===== src/rtl/mem_burst_ctrl.sv =====
// Burst controller between an upstream burst master and a MIG-style
// memory user interface. A single burst (read or write) is latched from
// the upstream request ports, split into one MIG command per beat, and
// completed with a one-cycle finish pulse.
//
// state     | meaning
// ----------+-----------------------------------------------------------
// IDLE      | waiting for calibration and an upstream burst request
// MEM_WRITE | issuing write commands and streaming write beats
// WRITE_END | one-cycle wr_burst_finish pulse, back to IDLE
// MEM_READ  | issuing read commands and forwarding returned read data
// READ_END  | one-cycle rd_burst_finish pulse, back to IDLE
module mem_burst_ctrl #(
    parameter int MEM_DATA_BITS = 64,
    parameter int ADDR_BITS     = 24,
    parameter int APP_ADDR_BITS = 28
) (
    input  logic                     mem_clk,
    input  logic                     rst,

    input  logic                     rd_burst_req,
    input  logic                     wr_burst_req,
    input  logic [9:0]               rd_burst_len,
    input  logic [9:0]               wr_burst_len,
    input  logic [ADDR_BITS-1:0]     rd_burst_addr,
    input  logic [ADDR_BITS-1:0]     wr_burst_addr,

    output logic                     rd_burst_data_valid,
    output logic                     wr_burst_data_req,
    output logic [MEM_DATA_BITS-1:0] rd_burst_data,
    input  logic [MEM_DATA_BITS-1:0] wr_burst_data,
    output logic                     rd_burst_finish,
    output logic                     wr_burst_finish,

    input  logic                     init_calib_complete,
    output logic [APP_ADDR_BITS-1:0] app_addr,
    output logic [2:0]               app_cmd,
    output logic                     app_en,
    input  logic                     app_rdy,
    output logic [MEM_DATA_BITS-1:0] app_wdf_data,
    output logic                     app_wdf_wren,
    output logic                     app_wdf_end,
    input  logic                     app_wdf_rdy,
    input  logic [MEM_DATA_BITS-1:0] app_rd_data,
    input  logic                     app_rd_data_valid
);

    localparam logic [2:0] CMD_WR = 3'd0;
    localparam logic [2:0] CMD_RD = 3'd1;

    // Wide enough that the shift by 3 never loses bits before truncation.
    localparam int WIDE = APP_ADDR_BITS + ADDR_BITS + 3;

    typedef enum logic [2:0] {
        IDLE,
        MEM_WRITE,
        WRITE_END,
        MEM_READ,
        READ_END
    } state_t;

    state_t                 state;
    logic [9:0]             len_q;
    logic [ADDR_BITS-1:0]   addr_q;
    logic [9:0]             cmd_cnt;
    logic [9:0]             req_cnt;
    logic [9:0]             wdf_cnt;
    logic [9:0]             rd_cnt;

    logic                   cmd_acc;
    logic                   wdf_acc;
    logic [9:0]             cmd_cnt_nxt;
    logic [ADDR_BITS-1:0]   addr_nxt;

    // Beat address to MIG byte-lane address: the beat sum wraps in
    // ADDR_BITS, then the x8 scaling is truncated to APP_ADDR_BITS.
    function automatic logic [APP_ADDR_BITS-1:0] beat_to_app(input logic [ADDR_BITS-1:0] beat);
        logic [WIDE-1:0] w;
        w = {{(WIDE-ADDR_BITS){1'b0}}, beat} << 3;
        return w[APP_ADDR_BITS-1:0];
    endfunction

    assign cmd_acc     = app_en & app_rdy;
    assign wdf_acc     = app_wdf_wren & app_wdf_rdy;
    assign cmd_cnt_nxt = cmd_cnt + 10'd1;
    assign addr_nxt    = addr_q + ADDR_BITS'(cmd_cnt_nxt);

    // A new write beat is requested whenever the beat register is empty or
    // is being drained this cycle, so the pipe sustains one beat per cycle.
    assign wr_burst_data_req = (state == MEM_WRITE) && (req_cnt < len_q) &&
                               (!app_wdf_wren || app_wdf_rdy);

    // Upstream data arrives the cycle after a request and is held until the
    // next request, so it can be passed straight through to the MIG.
    assign app_wdf_data = wr_burst_data;
    assign app_wdf_end  = app_wdf_wren;

    // Burst sequencing FSM with all MIG/upstream outputs registered.
    always_ff @(posedge mem_clk) begin
        if (rst) begin
            state               <= IDLE;
            len_q               <= '0;
            addr_q              <= '0;
            cmd_cnt             <= '0;
            req_cnt             <= '0;
            wdf_cnt             <= '0;
            rd_cnt              <= '0;
            app_en              <= 1'b0;
            app_cmd             <= CMD_WR;
            app_addr            <= '0;
            app_wdf_wren        <= 1'b0;
            rd_burst_data_valid <= 1'b0;
            rd_burst_data       <= '0;
            rd_burst_finish     <= 1'b0;
            wr_burst_finish     <= 1'b0;
        end else begin
            wr_burst_finish     <= 1'b0;
            rd_burst_finish     <= 1'b0;
            rd_burst_data_valid <= 1'b0;

            case (state)
                IDLE: begin
                    app_en       <= 1'b0;
                    app_wdf_wren <= 1'b0;
                    if (init_calib_complete && rd_burst_req) begin
                        len_q    <= rd_burst_len;
                        addr_q   <= rd_burst_addr;
                        app_addr <= beat_to_app(rd_burst_addr);
                        app_cmd  <= CMD_RD;
                        cmd_cnt  <= '0;
                        req_cnt  <= '0;
                        wdf_cnt  <= '0;
                        rd_cnt   <= '0;
                        if (rd_burst_len == 10'd0) begin
                            state           <= READ_END;
                            rd_burst_finish <= 1'b1;
                        end else begin
                            state  <= MEM_READ;
                            app_en <= 1'b1;
                        end
                    end else if (init_calib_complete && wr_burst_req) begin
                        len_q    <= wr_burst_len;
                        addr_q   <= wr_burst_addr;
                        app_addr <= beat_to_app(wr_burst_addr);
                        app_cmd  <= CMD_WR;
                        cmd_cnt  <= '0;
                        req_cnt  <= '0;
                        wdf_cnt  <= '0;
                        rd_cnt   <= '0;
                        if (wr_burst_len == 10'd0) begin
                            state           <= WRITE_END;
                            wr_burst_finish <= 1'b1;
                        end else begin
                            state  <= MEM_WRITE;
                            app_en <= 1'b1;
                        end
                    end
                end

                MEM_WRITE: begin
                    if (cmd_acc) begin
                        cmd_cnt  <= cmd_cnt_nxt;
                        app_addr <= beat_to_app(addr_nxt);
                        app_en   <= (cmd_cnt_nxt < len_q);
                    end
                    if (wr_burst_data_req) begin
                        req_cnt      <= req_cnt + 10'd1;
                        app_wdf_wren <= 1'b1;
                    end else if (wdf_acc) begin
                        app_wdf_wren <= 1'b0;
                    end
                    if (wdf_acc) begin
                        wdf_cnt <= wdf_cnt + 10'd1;
                    end
                    if (cmd_cnt == len_q && wdf_cnt == len_q) begin
                        state           <= WRITE_END;
                        wr_burst_finish <= 1'b1;
                    end
                end

                WRITE_END: begin
                    state <= IDLE;
                end

                MEM_READ: begin
                    if (cmd_acc) begin
                        cmd_cnt  <= cmd_cnt_nxt;
                        app_addr <= beat_to_app(addr_nxt);
                        app_en   <= (cmd_cnt_nxt < len_q);
                    end
                    rd_burst_data_valid <= app_rd_data_valid;
                    if (app_rd_data_valid) begin
                        rd_burst_data <= app_rd_data;
                    end
                    // Finish follows the last forwarded beat by one cycle.
                    if (rd_burst_data_valid) begin
                        rd_cnt <= rd_cnt + 10'd1;
                        if (rd_cnt + 10'd1 == len_q) begin
                            state           <= READ_END;
                            rd_burst_finish <= 1'b1;
                        end
                    end
                end

                READ_END: begin
                    state <= IDLE;
                end

                default: begin
                    state <= IDLE;
                end
            endcase
        end
    end

endmodule


===== config.mk =====
export PLATFORM = sky130hd
export DESIGN_NAME = mem_burst_ctrl
export DESIGN_NICKNAME = d
export VERILOG_FILES = /design/src/rtl/mem_burst_ctrl.sv
export SDC_FILE = /design/constraint.sdc
export NUM_CORES = 1
export LEC_CHECK = 0
export BUFFER_PORTS_ARGS = -buffer_cell sky130_fd_sc_hd__buf_4
export CELL_PAD_IN_SITES_DETAIL_PLACEMENT = 0
export CELL_PAD_IN_SITES_GLOBAL_PLACEMENT = 1
export CORE_UTILIZATION = 37
export DETAILED_ROUTE_END_ITERATION = 16
export GPL_TIMING_DRIVEN = 0
export PLACE_DENSITY_LB_ADDON = 0.25
export SLEW_MARGIN = 5
export SYNTH_ARGS = -nofsm -noshare
export SYNTH_HDL_FRONTEND = slang
export SYNTH_SLANG_ARGS = --single-unit

===== constraint.sdc =====
create_clock -name mem_clk -period 6.5 [get_ports mem_clk]
set_input_delay 0.975 -clock mem_clk [delete_from_list [all_inputs] [get_ports mem_clk]]
set_output_delay 0.975 -clock mem_clk [all_outputs]
set_load 0.005 [all_outputs]

Word-level counts from Yosys, hierarchy flattened
Cells that the tools add are included.
- output and inout bits: 166
- register bits: 177
- equal/unequal tests: 13
- multiplexer cells: 47
- reductions and logical operators: 25
- order comparisons: 2
- add/sub/neg operators: 5
- bitwise gates (word level): 3
- operator list (kind ; number):
    $mux W28 ; 3
    $mux W10 ; 8
    $pmux W10 S2 ; 4
    $pmux W28 S2 ; 1
    $mux W24 ; 2
    $add A10 B1 Y10 const B ; 4
    $eq A10 B10 Y1 ; 3
    $add A24 B10 Y24 ; 1
    $mux W3 ; 8
    $logic_not A10 Y1 ; 2
    $lt A10 B10 Y1 ; 2
    $mux W1 ; 15
    $reduce_and A3 Y1 ; 4
    $pmux W3 S3 ; 1
    $ne A2 B2 Y1 const B ; 4
    $pmux W1 S2 ; 4
    $reduce_and A2 Y1 ; 4
    $reduce_bool A2 Y1 ; 4
    $ne A3 B3 Y1 const B ; 2
    $logic_and A1 B1 Y1 ; 5
    $ne A2 B1 Y1 const B ; 2
    $reduce_and A4 Y1 ; 1
    $reduce_or A2 Y1 ; 2
    $eq A3 B1 Y1 const B ; 1
    7 further kinds ; 8

Depth between registers and ports, before layout
- depth after elaboration: 5
- mapped depth: 12

Worst setup path after synthesis
Ideal clock, no wire load.
- path kind: input-to-output
- from: input rd_burst_req
- to: output wr_burst_data_req
- path slack: 3.472 ns
- stages: 6
- data arrival time: 2.053 ns
- data required time: 5.525 ns
- path buffers: 2
- cell sequence: buf_2 o21ai_1 nor2_1 a21oi_1 buf_2 a21oi_1
- RTL lines (item ; RTL line ; text):
    start, declared ; 21 ; input logic rd_burst_req,
    end, declared ; 29 ; output logic wr_burst_data_req,

Worst setup path after layout
- from: register len_q[3]
- to: output wr_burst_data_req
- word-level cells in the longest chain between the ends: 3
- ends and longest elaborated chain (item ; RTL line ; text):
    start, declared ; 63 ; logic [9:0] len_q;
    start signal, assigned ; 126 ; len_q <= rd_burst_len;
    start signal, assigned ; 142 ; len_q <= wr_burst_len;
    $lt A10 B10 Y1 ; 90 ; assign wr_burst_data_req = (state == MEM_WRITE) && (req_cnt < len_q) &&
    $logic_and A1 B1 Y1 (2 in a row) ; 90 ;
Every way passes these cells.

==> summary.md <==
| Metric | Value |
|---|---|
| Pwr dens | `235 nW/um2` |
| Setup TNS | `0 ns` |
| HP Start | `rd_burst_data[10]` |
| Synth warn | `0` |
| Async S/R FF share, synth | `0%` |
| Sequential cell area fraction in the yosys report | `36.7%` |
| CP Class | `register to output port` |
| Number of global-route vias before repair | `9163` |
| Synth Flop Type | `dfxtp_1` |
| Max-cap viol count | `0` |
| Ant diodes | `0` |
| WP data required | `5.52 ns` |
| Synth unique cells | `66` |
| CTS tree | `yes` |
| Count of flip-flops with a built-in enable after synthesis | `0` |
| Placed cell areas | `12000 um2` |
| TritonRoute pass-1 iters | `5` |
| PostCTS Resize Cnt | `0` |
| Clock Skews | `0.0223 ns` |
| Worst R2R Path Depth | `12` |
| R2R setup slack | `2.81 ns` |
| Die H | `161 um` |
| Tcrit/Tclk final | `60.0%` |
| RR Startpoint | `cmd_cnt[0]` |
| Int Pwr | `2010 uW` |
| Clk network pwr share | `38.4%` |
| Number of synthesized register bits | `171` |
| # port buffers | `297` |
| Worst vdd rail ir drop | `169 uV` |
| Vias | `9841` |
| Cts bufs inserted | `17` |
| Post-Route WL | `32400 um` |
| Syn-to-layout area delta | `35.6%` |
| RSZ-0062 raised after global routing | `no` |
| Normalized max-slew margin | `40.4%` |
| Avg Vias per Cell | `5.26` |
| Hold Path Class | `register to register` |
| Number of antenna violations at the first check in global routing | `0` |
| Min Tclk post-route | `3.90 ns` |
| Net Switching | `962 uW` |
| Postcts setup bufs | `0` |
| Die Wd | `161 um` |
| Critical path peak fanout | `10` |
| Placer Congestion | `0.884` |
| Most common cell after layout, fill and taps aside | `buf_4` |
| Area of the multi-input gates | `5040 um2` |
| H-tree levels | `4` |
| Clock Sinks | `171` |
| Slew Limit Fails | `0` |
| Hold EP | `rd_burst_data[10]` |
| Status | `completed` |
| Fillers | `2540` |
| Drt wl/cell | `17.3 um` |
| First-pass GRT wire length | `50100 um` |
| Hold depth | `2` |
| DRT iter0 DRCs | `624` |
| PnR Total Power | `2970 uW` |
| Final nets | `1775` |
| CTS clk-pin slew, worst paths | `0.08 ns` |
| Finished layout cell area | `12700 um2` |
| Max clock buf depth | `2` |
| IO Count | `370` |
| Largest net degree at the start of global routing | `21` |
| Crit Reg-Reg Endpoint | `app_addr[18]` |
| FF/Latch Area | `3420 um2` |
| P_leak | `0.00547 uW` |
| Initial Util | `38.1%` |
| Cell count after synthesis | `1213` |
| Final hold vios | `0` |
| Comb pwr share | `22.0%` |
| Row cnt | `57` |
| Remaining antenna violation count | `0` |
| Final setup vio count | `0` |
| Die area | `25900 um2` |
| Commonest cells after routing, fill and taps aside | `368 x buf_4, 208 x nand2_1, 171 x dfxtp_1` |
| Mean Syn Cell Area | `7.70 um2` |
| F_max | `256 MHz` |
| Post-DP HPWL | `25100 um` |
| GR Overflow Total | `0` |
| Root buffer cell | `clkbuf_16` |
| Total track usage | `24.7%` |
| Worst skew pair latency | `0.46 ns` |
| Synthesized area | `9340 um2` |
| Crit path DAT | `2.93 ns` |
| # DRC | `0` |
| Worst-margin pin slew | `0.871 ns` |
| Core area | `24500 um2` |
| CP startpoint kind | `register` |
| Layout cells sized above 1 | `27.5%` |
| Switching share of power | `32.4%` |
| Sequential share of power | `39.7%` |
| # hold bufs at CTS | `0` |
| Crit path capture type | `output port` |
==> cell usage after synthesis, drive strengths merged (21+ instances only) <==
library cell  number  share of area (%)
nor3              26                1.5
nor2              94                3.9
xnor2             21                2.0
ha                36                4.8
and3              29                1.9
clkbuf            49                2.0
dfxtp            171                 37
nand3             64                3.4
nand2            208                8.4
buf               95                6.9
o21ai             44                2.4
a21oi            153                8.2
==> logic make-up after synthesis <==
kind of cell	share of synthesized area, %
compound gates	19.9
fa+ha+maj	5.04
other cells	0.0402
buf+inv	9.60
mux	1.39
flops	36.7
xor+xnor	3.47
simple gates	23.9
==> per-layer routing <==
layer | part of all wire, % | vias up | GRT usage, %
met4 | 2.1 | 0 | 7.93
met3 | 5.7 | 37 | 4.26
met2 | 49 | 328 | 41.8
met5 | 0 | - | 0
li1 | - | 4852 | -
met1 | 43 | 4624 | 31.8
==> area by class of cell <==
type / count / area share (%)
clock buffer: 17 / 3.36
multi-input combinational: 885 / 39.8
tap: 324 / 3.20
timing repair buffer: 297 / 17.6
sequential: 171 / 27.0
buffer: 144 / 6.54
clock inverter: 15 / 1.91
inverter: 18 / 0.534
==> power groups by stage <==
stage | combinational, uW | sequential (uW) | clock [uW]
after detailed placement | 648 | 1200 | 0
after global placement | 640 | 1200 | 0
after floorplan | 365 | 1180 | 0
final | 652 | 1180 | 1140
after global routing | 714 | 1190 | 1200
after CTS | 651 | 1180 | 1160
==> flip-flops by register name, summed over array words and instances (netlist names) <==
name,cells
addr_q,24
wdf_cnt,10
cmd_cnt,10
app_en,1
app_addr,24
rd_burst_data_valid,1
app_wdf_end,1
wr_burst_finish,1
state,3
len_q,10
rd_cnt,10
rd_burst_finish,1
app_cmd,1
rd_burst_data,64
req_cnt,10
==> worst max-delay path: stages, from the launching register on <==
cell and delay (ns):
dfxtp_1 0.53, inv_1 0.18, ha_1 0.31, o2111ai_1 0.09
o21a_1 0.20, o211ai_1 0.52, buf_2 0.34, a21oi_1 0.15
buf_4 0.16
==> worst max-delay path by stage <==
stage / startpoint / to / slack [ns] / depth (start not counted)
after detailed placement: init_calib_complete / wr_burst_data_req / 2.83 / 8
after floorplan: rd_burst_req / wr_burst_data_req / 3.47 / 6
after CTS: len_q[3] / wr_burst_data_req / 2.63 / 8
final: len_q[3] / wr_burst_data_req / 2.60 / 8
after global routing: len_q[3] / wr_burst_data_req / 2.46 / 8
after global placement: init_calib_complete / wr_burst_data_req / 2.86 / 8
==> metrics by stage <==
step                      setup WS (ns)  utilization (%)  std cells  hold slack [ns]
final                              2.60             51.6       1871            0.457
after global placement             2.86             48.9       1839            0.443
after floorplan                    3.47                -       1218            0.447
after global routing               2.46             51.6       1871            0.475
after CTS                          2.63             51.6       1871            0.458
after detailed placement           2.83             48.9       1839            0.447
Power figures use the tool's default switching activity.
